File: src/rtl/carfield_mailbox_unit.sv
// carfield_mailbox_unit: register-bus mailbox bank with per-mailbox doorbell irqs and two letter registers.
// Optional CARFIELD_MBOX_LETTER_LOCK_EN: letter writes are refused while the mailbox RCV_STAT is set.
module carfield_mailbox_unit #(
    parameter int NumMbox   = 16,
    parameter int AddrWidth = 12
) (
    input  logic                 clk_i,
    input  logic                 rst_ni,
    input  logic                 req_valid_i,
    output logic                 req_ready_o,
    input  logic [AddrWidth-1:0] req_addr_i,
    input  logic                 req_write_i,
    input  logic [31:0]          req_wdata_i,
    input  logic [3:0]           req_wstrb_i,
    output logic                 rsp_valid_o,
    input  logic                 rsp_ready_i,
    output logic [31:0]          rsp_rdata_o,
    output logic                 rsp_error_o,
    output logic [NumMbox-1:0]   snd_irq_o,
    output logic [NumMbox-1:0]   rcv_irq_o
);
    localparam int MW = AddrWidth - 6;

    typedef enum logic {IDLE, RESP} state_t;

    state_t             state_q, state_n;
    logic [NumMbox-1:0] snd_stat_q, snd_stat_n, snd_en_q, snd_en_n;
    logic [NumMbox-1:0] rcv_stat_q, rcv_stat_n, rcv_en_q, rcv_en_n;
    logic [NumMbox-1:0] snd_irq_q, rcv_irq_q;
    logic [31:0]        letter_q [NumMbox][2];
    logic [31:0]        letter_n [NumMbox][2];
    logic [31:0]        rdata_q, rd;
    logic               error_q, error_n, hit, lock, accept, commit;
    logic [MW-1:0]      mbox;
    logic [5:0]         off;

    assign mbox   = req_addr_i[AddrWidth-1:6];
    assign off    = req_addr_i[5:0];
    assign accept = (state_q == IDLE) && req_valid_i;
    assign commit = accept && req_write_i && !error_n;

    // Decode and read mux; values are those held before this edge's commit.
    always_comb begin
        hit  = 1'b0;
        lock = 1'b0;
        rd   = '0;
        for (int i = 0; i < NumMbox; i++) begin
            if (mbox == MW'(i)) begin
                hit = 1'b1;
`ifdef CARFIELD_MBOX_LETTER_LOCK_EN
                lock = req_write_i && rcv_stat_q[i] && (off == 6'h20 || off == 6'h24);
`endif
                case (off)
                    6'h00:   rd = {31'b0, snd_stat_q[i]};
                    6'h0C:   rd = {31'b0, snd_en_q[i]};
                    6'h10:   rd = {31'b0, rcv_stat_q[i]};
                    6'h1C:   rd = {31'b0, rcv_en_q[i]};
                    6'h20:   rd = letter_q[i][0];
                    6'h24:   rd = letter_q[i][1];
                    default: rd = '0;
                endcase
            end
        end
        error_n = !hit || (req_addr_i[1:0] != 2'b00) || (off >= 6'h28) ||
                  (req_write_i && (off == 6'h00 || off == 6'h10)) || lock;
    end

    always_comb begin
        snd_stat_n = snd_stat_q;
        snd_en_n   = snd_en_q;
        rcv_stat_n = rcv_stat_q;
        rcv_en_n   = rcv_en_q;
        letter_n   = letter_q;
        for (int i = 0; i < NumMbox; i++) begin
            if (commit && mbox == MW'(i)) begin
                case (off)
                    6'h04:   snd_stat_n[i] = snd_stat_q[i] | (req_wstrb_i[0] & req_wdata_i[0]);
                    6'h08:   snd_stat_n[i] = snd_stat_q[i] & ~(req_wstrb_i[0] & req_wdata_i[0]);
                    6'h0C:   snd_en_n[i]   = req_wstrb_i[0] ? req_wdata_i[0] : snd_en_q[i];
                    6'h14:   rcv_stat_n[i] = rcv_stat_q[i] | (req_wstrb_i[0] & req_wdata_i[0]);
                    6'h18:   rcv_stat_n[i] = rcv_stat_q[i] & ~(req_wstrb_i[0] & req_wdata_i[0]);
                    6'h1C:   rcv_en_n[i]   = req_wstrb_i[0] ? req_wdata_i[0] : rcv_en_q[i];
                    6'h20, 6'h24:
                        for (int b = 0; b < 4; b++)
                            if (req_wstrb_i[b])
                                letter_n[i][off[2]][8*b +: 8] = req_wdata_i[8*b +: 8];
                    default: ;
                endcase
            end
        end
    end

    always_comb begin
        state_n     = state_q;
        req_ready_o = 1'b0;
        rsp_valid_o = 1'b0;
        case (state_q)
            IDLE: begin
                req_ready_o = 1'b1;
                state_n     = req_valid_i ? RESP : IDLE;
            end
            RESP: begin
                rsp_valid_o = 1'b1;
                state_n     = rsp_ready_i ? IDLE : RESP;
            end
            default: state_n = IDLE;
        endcase
    end

    always_ff @(posedge clk_i or negedge rst_ni) begin
        if (!rst_ni) begin
            state_q    <= IDLE;
            snd_stat_q <= '0;
            snd_en_q   <= '0;
            rcv_stat_q <= '0;
            rcv_en_q   <= '0;
            snd_irq_q  <= '0;
            rcv_irq_q  <= '0;
            rdata_q    <= '0;
            error_q    <= 1'b0;
            for (int i = 0; i < NumMbox; i++) begin
                letter_q[i][0] <= '0;
                letter_q[i][1] <= '0;
            end
        end else begin
            state_q    <= state_n;
            snd_stat_q <= snd_stat_n;
            snd_en_q   <= snd_en_n;
            rcv_stat_q <= rcv_stat_n;
            rcv_en_q   <= rcv_en_n;
            letter_q   <= letter_n;
            // irqs registered from next-state so they rise right after the accepting edge
            snd_irq_q  <= snd_stat_n & snd_en_n;
            rcv_irq_q  <= rcv_stat_n & rcv_en_n;
            if (accept) begin
                rdata_q <= (req_write_i || error_n) ? 32'h0 : rd;
                error_q <= error_n;
            end
        end
    end

    assign rsp_rdata_o = rdata_q;
    assign rsp_error_o = error_q;
    assign snd_irq_o   = snd_irq_q;
    assign rcv_irq_o   = rcv_irq_q;
endmodule

File: config.mk
export PLATFORM = sky130hd
export DESIGN_NAME = carfield_mailbox_unit
export DESIGN_NICKNAME = d
export VERILOG_FILES = /design/src/rtl/carfield_mailbox_unit.sv
export SDC_FILE = /design/constraint.sdc
export NUM_CORES = 2
export LEC_CHECK = 0
export ABC_AREA = 1
export ABC_CLOCK_PERIOD_IN_PS = 3100
export CAP_MARGIN = 20
export CORE_ASPECT_RATIO = 0.5
export CORE_UTILIZATION = 35
export DETAILED_ROUTE_END_ITERATION = 8
export SLEW_MARGIN = 20
export SYNTH_ARGS = -nofsm -noshare
export SYNTH_HDL_FRONTEND = slang
export SYNTH_SLANG_ARGS = --single-unit
File: constraint.sdc
create_clock -name clk_i -period 3.1 [get_ports clk_i]
set_input_delay 0.62 -clock clk_i [delete_from_list [all_inputs] [get_ports clk_i]]
set_output_delay 0.62 -clock clk_i [all_outputs]
set_load 0.02 [all_outputs]
* Yosys cells after proc, flatten, opt, wreduce, memory -nomap -nowiden
Cells that the tools add are included.
** Storage, ports and cells
- Flip-flop bits (word level) :: 1154
- Output and inout bits :: 67
- Logic and storage cells :: 632
- Input port bits :: 53
** Cells by class
- Mux-type cells :: 446
- Bitwise operators :: 70
- Eq/ne operators :: 24
- Order comparisons :: 3
- Reduce and logical (&&, ||, !) cells :: 48
** Operators by type and width (number)
- $mux 64 :: 160
- $bwmux 64 :: 64
- $pmux 32 s6 :: 16
- $mux 32 :: 18
- $mux 1 :: 148
- $demux 32 s1 :: 4
- $pmux 1 s2 :: 33
- $eq 6x4->1 const B :: 10
- $and 1x1->1 :: 33
- $and 16x16->16 :: 2
- $or 1x1->1 :: 32
- $reduce_and 2->1 :: 16
- $eq 6x3->1 const B :: 5
- $eq 6x5->1 const B :: 4
- $mux 24 :: 1
- $logic_and 1x1->1 :: 21
- $mux 16 :: 1
- $eq 6x2->1 const B :: 2
- $eq 6x6->1 const B :: 2
- $logic_not 6->1 :: 2
- $mux 8 :: 1
- $eq 6x1->1 const B :: 1
- $ge 6x6->1 const B :: 1
- $logic_or 1x1->1 :: 5
- other kinds (7) :: 9

* Logic depth before layout (Yosys ltp)
- Word-level depth :: 35
- Mapped depth :: 24
- Depth with buffers taken out :: 23

* Worst setup path before layout
Ideal clock, no wire load.
- Path kind :: input port to flip-flop
- Start point :: in req_addr_i[11]
- End point :: reg letter_q[583] (netlist bit)
- Required time :: 2.970 ns
- Arrival time :: 2.515 ns
- Stages :: 17
- Slack :: 0.455 ns
- Setup time :: 0.130 ns
- Buffers on the path :: 3
- Cells stage by stage :: nor2_2 -> inv_2 -> nor3_2 -> o21ai_2 -> nor3_4 -> inv_2 -> buf_12 -> nor2_4 -> inv_2 -> nor2_2 -> inv_2 -> buf_6 -> nor2_4 -> nand2_2 -> buf_4 -> nand2_1 -> o21ai_1
** On the way
- Longest elaborated chain between the ends :: 25
- Elaborated cells on any way between the ends :: 40
- Those cells by class :: eq/ne: 15; mux: 16; reduce/logical: 9
** Ends and longest elaborated chain
- start: declaration :: line 11 : input logic [AddrWidth-1:0] req_addr_i,
- $logic_not 6->1 :: line 48 : if (mbox == MW'(i)) begin
- $mux 1 (16 in a row) :: line 48
- $logic_not 1->1 :: line 64 : error_n = !hit || (req_addr_i[1:0] != 2'b00) || (off >= 6'h28) ||
- $logic_or 1x1->1 (3 in a row) :: line 64
- $logic_not 1->1 :: line 40 : assign commit = accept && req_write_i && !error_n;
- $logic_and 1x1->1 :: line 40
- $logic_and 1x1->1 (*) :: line 75 : if (commit && mbox == MW'(i)) begin
- $reduce_and 2->1 (no line) (*)
- end signal: assignment :: line 131 : letter_q <= letter_n;
- end: declaration :: line 30 : logic [31:0] letter_q [NumMbox][2];
Mark *: on every way between the ends. The rest lies on a longest branch, timed or not.
A chain may end at the register's enable or synchronous reset.

* Worst setup path after layout
- Start point :: in req_addr_i[11]
- End point :: reg letter_q[82] (netlist bit)
Same word-level chain as after synthesis.

==> out/metrics.yaml <==
global_route:
  grt_overflow: 0
  grt_max_degree: 106
  antenna_found_initial: 1
  grt.total_usage_pct: 21.30
  grt_pass1_wl_um: 254300
  grt_pass1_vias: 42630
setup_path:
  timing.rr.end: "rsp_rdata_o[30]"
  cp.arrival_ns: 3.44
  critPathLaunchType: "primary input"
  endpoint_kind: "flop"
  crit_fanout: 16
  path_class: "primary input to flop"
  rrSetupSlack_ns: 0.56
  r2r-start: "letter_q[958]"
  crit_end: "letter_q[82]"
  worstPathRequired_ns: 3.68
  crit_start: "req_addr_i[11]"
  reg2regPathDepth: 13
sta:
  drv_slew: 0
  worst-slew-pin-transition_ns: 0.8361
  rsz0062_at_grt: "no"
  hold_viol: 0
  max_clock_freq_mhz: 349.8
  fin_skew_ns: 0.02731
  fin_crit_sh_pct: 92.22
  worst_slack_ns: 0.2413
  relSlewSlack_pct: 44.26
  setup_viol: 0
  period_minus_slack_ns: 2.859
  fin_hold_ws_ns: 0.4239
finish:
  antenna-diode-count: 0
  drive_above_1_share_pct: 13.93
  multiInputGateArea_mm2: 0.01971
  fillers: 14490
  area_delta_synth_final_pct: 20.24
  final_cells: 8393
  fin_area_mm2: 0.06271
  register_area_mm2: 0.02888
  final_nets: 6377
clock_tree:
  cts_tree: "yes"
  cts.root.buffer_cell: "clkbuf_16"
  htreeDepth: 3
  clock_latency_ns: 0.73
  cts_made_buffers: 114
  clk_pin_slew_ns: 0.06
  cts.sink_count: 1154
  cts_buffer_depth: 3
synth:
  synthTopCellsByCount: "nand2_1 (1772), dfrtp_1 (1154), o21ai_0 (583), inv_1 (411), o22ai_1 (334)"
  synth_cell_types: 38
  yosys.area_share.xor_xnor_pct: 0
  synth_top_cell_by_area: "dfrtp_1"
  synth_seq_cells: 1154
  synth_mux_area_share_pct: 0.02159
  synthCells: 6009
  synth-seq-area-share_pct: 55.37
  synth_nets: 6062
  synth-simple-area-share_pct: 17.36
  yosysMostFrequentCell: "nand2_1"
  yosysTopAreaCellShare_pct: 55.37
  synth-compound-area-share_pct: 20.17
  synth.area.top_cells: "dfrtp_1 (55%), nand2_1 (13%), o21ai_0 (5.6%)"
  synth-adder-area-share_pct: 0
  synth_warnings: 0
  syn_area_mm2: 0.05216
  synth_edf_count: 0
  synth_ff_type: "dfrtp_1"
  avgSynthCellArea_um2: 8.679
  synth_top_family_by_area: "compound AO/OA/AOI/OAI gates"
  synth_async_sr_flop_share_pct: 100.0
route:
  viasPerCell: 5.229
  ant_nets: 0
  dr.pass1.iters: 7
  drt_iter0_drc: 4024
  dr.max_layer_used: "met4"
  wl_per_cell_um: 19.01
  wl_um: 159600
  vias: 43890
  route.detailed.drc: 0
  route.met3.wl_um: 9278
  m1WireLength_um: 75070
  dr_wl_met2_um: 71190
min_path:
  hold_path.class: "primary input to asynchronous set/reset pin"
floorplanning:
  num_rows: 99
  initial_core_util_pct: 35.53
  die_w_um: 547.9
  core_mm2: 0.1468
  die_h_um: 275.0
  dieArea_mm2: 0.1507
  num_io_pins: 120
placed_design:
  place.gp.congestion: 0.8685
  hpwl_um: 106500
  post_dp_cell_area_mm2: 0.05871
  dp_cells: 8176
  io_buffers: 119
  pre_cts_ws_ns: -0.5458
pwr:
  leakagePower_nw: 29.58
  pwr_density_cell_mw_per_mm2: 496.1
  ir_drop_mv: 0.4512
  p_total_mw: 31.11
job:
  drv_cap: 0
status:
  run_status: "completed"
==> worst max-delay path, stage by stage <==
cell and delay, ns:
clkdlybuf4s50_1 0.41, nor2_2 0.23, inv_2 0.12, nor3_4 0.27, buf_4 0.16, o21ai_2 0.07
nor3_4 0.14, inv_2 0.07, buf_4 0.18, nor2_2 0.12, inv_2 0.07, nor2_1 0.08
inv_1 0.09, nor2_1 0.18, buf_4 0.20, nand2_1 0.07, buf_4 0.22, nand2_1 0.06
o21ai_0 0.07
==> repair_timing <==
action | in CTS | in global routing
setup endpoints to repair | 0 | 12
buffers inserted | 0 | 0
hold buffers | 1 | 0
endpoints found under the hold margin | 32 | 0
gates resized for setup | 0 | 1
==> layer usage <==
metal | global-route usage [%] | up-vias
met2 | 33.47 | 1334
li1 | - | 20860
met3 | 2.760 | 245
met1 | 30.83 | 21450
met5 | 0 | -
met4 | 5.949 | 0
==> power by group <==
part	internal, mW	switching (mW)
clock network	8.56	6.20
registers	15.1	0.00335
logic	0.305	0.974
total	23.9	7.18
==> registers in the layout (all words and copies together) (netlist names), 16 cells and up <==
name / cells
rcv_stat_q: 16
rcv_en_q: 16
snd_stat_q: 16
rcv_irq_o: 16
letter_q: 1024
rsp_rdata_o: 32
snd_irq_o: 16
snd_en_q: 16
==> cells in the final DEF, fill, tap and decap left out, types with 49 or more instances in the layout <==
master,Yosys,final
a21oi_1,228,228
a22o_1,172,172
a22oi_1,104,104
buf_12,1,73
buf_4,15,448
clkbuf_16,0,117
clkdlybuf4s50_1,0,114
dfrtp_1,1154,1154
inv_1,411,408
nand2_1,1772,1770
nand2_2,48,49
nand3_1,143,142
nor2_1,90,74
o21ai_0,583,583
o21ai_1,316,316
o22ai_1,334,334
==> per-stage QoR <==
| stage | util, % | setup TNS, ns |
|---|---|---|
| after floorplan | - | 0 |
| after global placement | 40.00 | -329.67 |
| after detailed placement | 40.00 | -370.77 |
| after CTS | 42.72 | 0 |
| after global routing | 42.72 | 0 |
| final | 42.72 | 0 |
==> worst min-delay path by stage <==
| stage | startpoint | end | slack [ns] | cells past startpoint |
|---|---|---|---|---|
| floorplan | rst_ni | letter_q[0] | 0.32 | 0 |
| global placement | letter_q[79] | letter_q[79] | 0.47 | 2 |
| detailed placement | rsp_rdata_o[10] | rsp_rdata_o[10] | 0.47 | 2 |
| CTS | rst_ni | letter_q[950] | 0.39 | 2 |
| global route | rst_ni | letter_q[852] | 0.43 | 2 |
| finish | rst_ni | letter_q[950] | 0.42 | 2 |
==> final cells by class <==
cell class	instances	share of cell area (%)
Inverter	442	2.670
Sequential cell	1154	46.05
Timing Repair Buffer	640	9.577
Clock buffer	172	5.477
Tap cell	1969	3.928
Multi-Input combinational cell	3972	31.43
Clock inverter	44	0.8739
==> kinds of logic (layout without fill, tap and decap cells) <==
family          after synthesis  in the layout
buf+inv                     883           1298
flops                      1154           1154
simple gates               2178           2178
mux                           1              1
compound gates             1793           1793
Note: power is estimated with default switching activity, not from simulation.
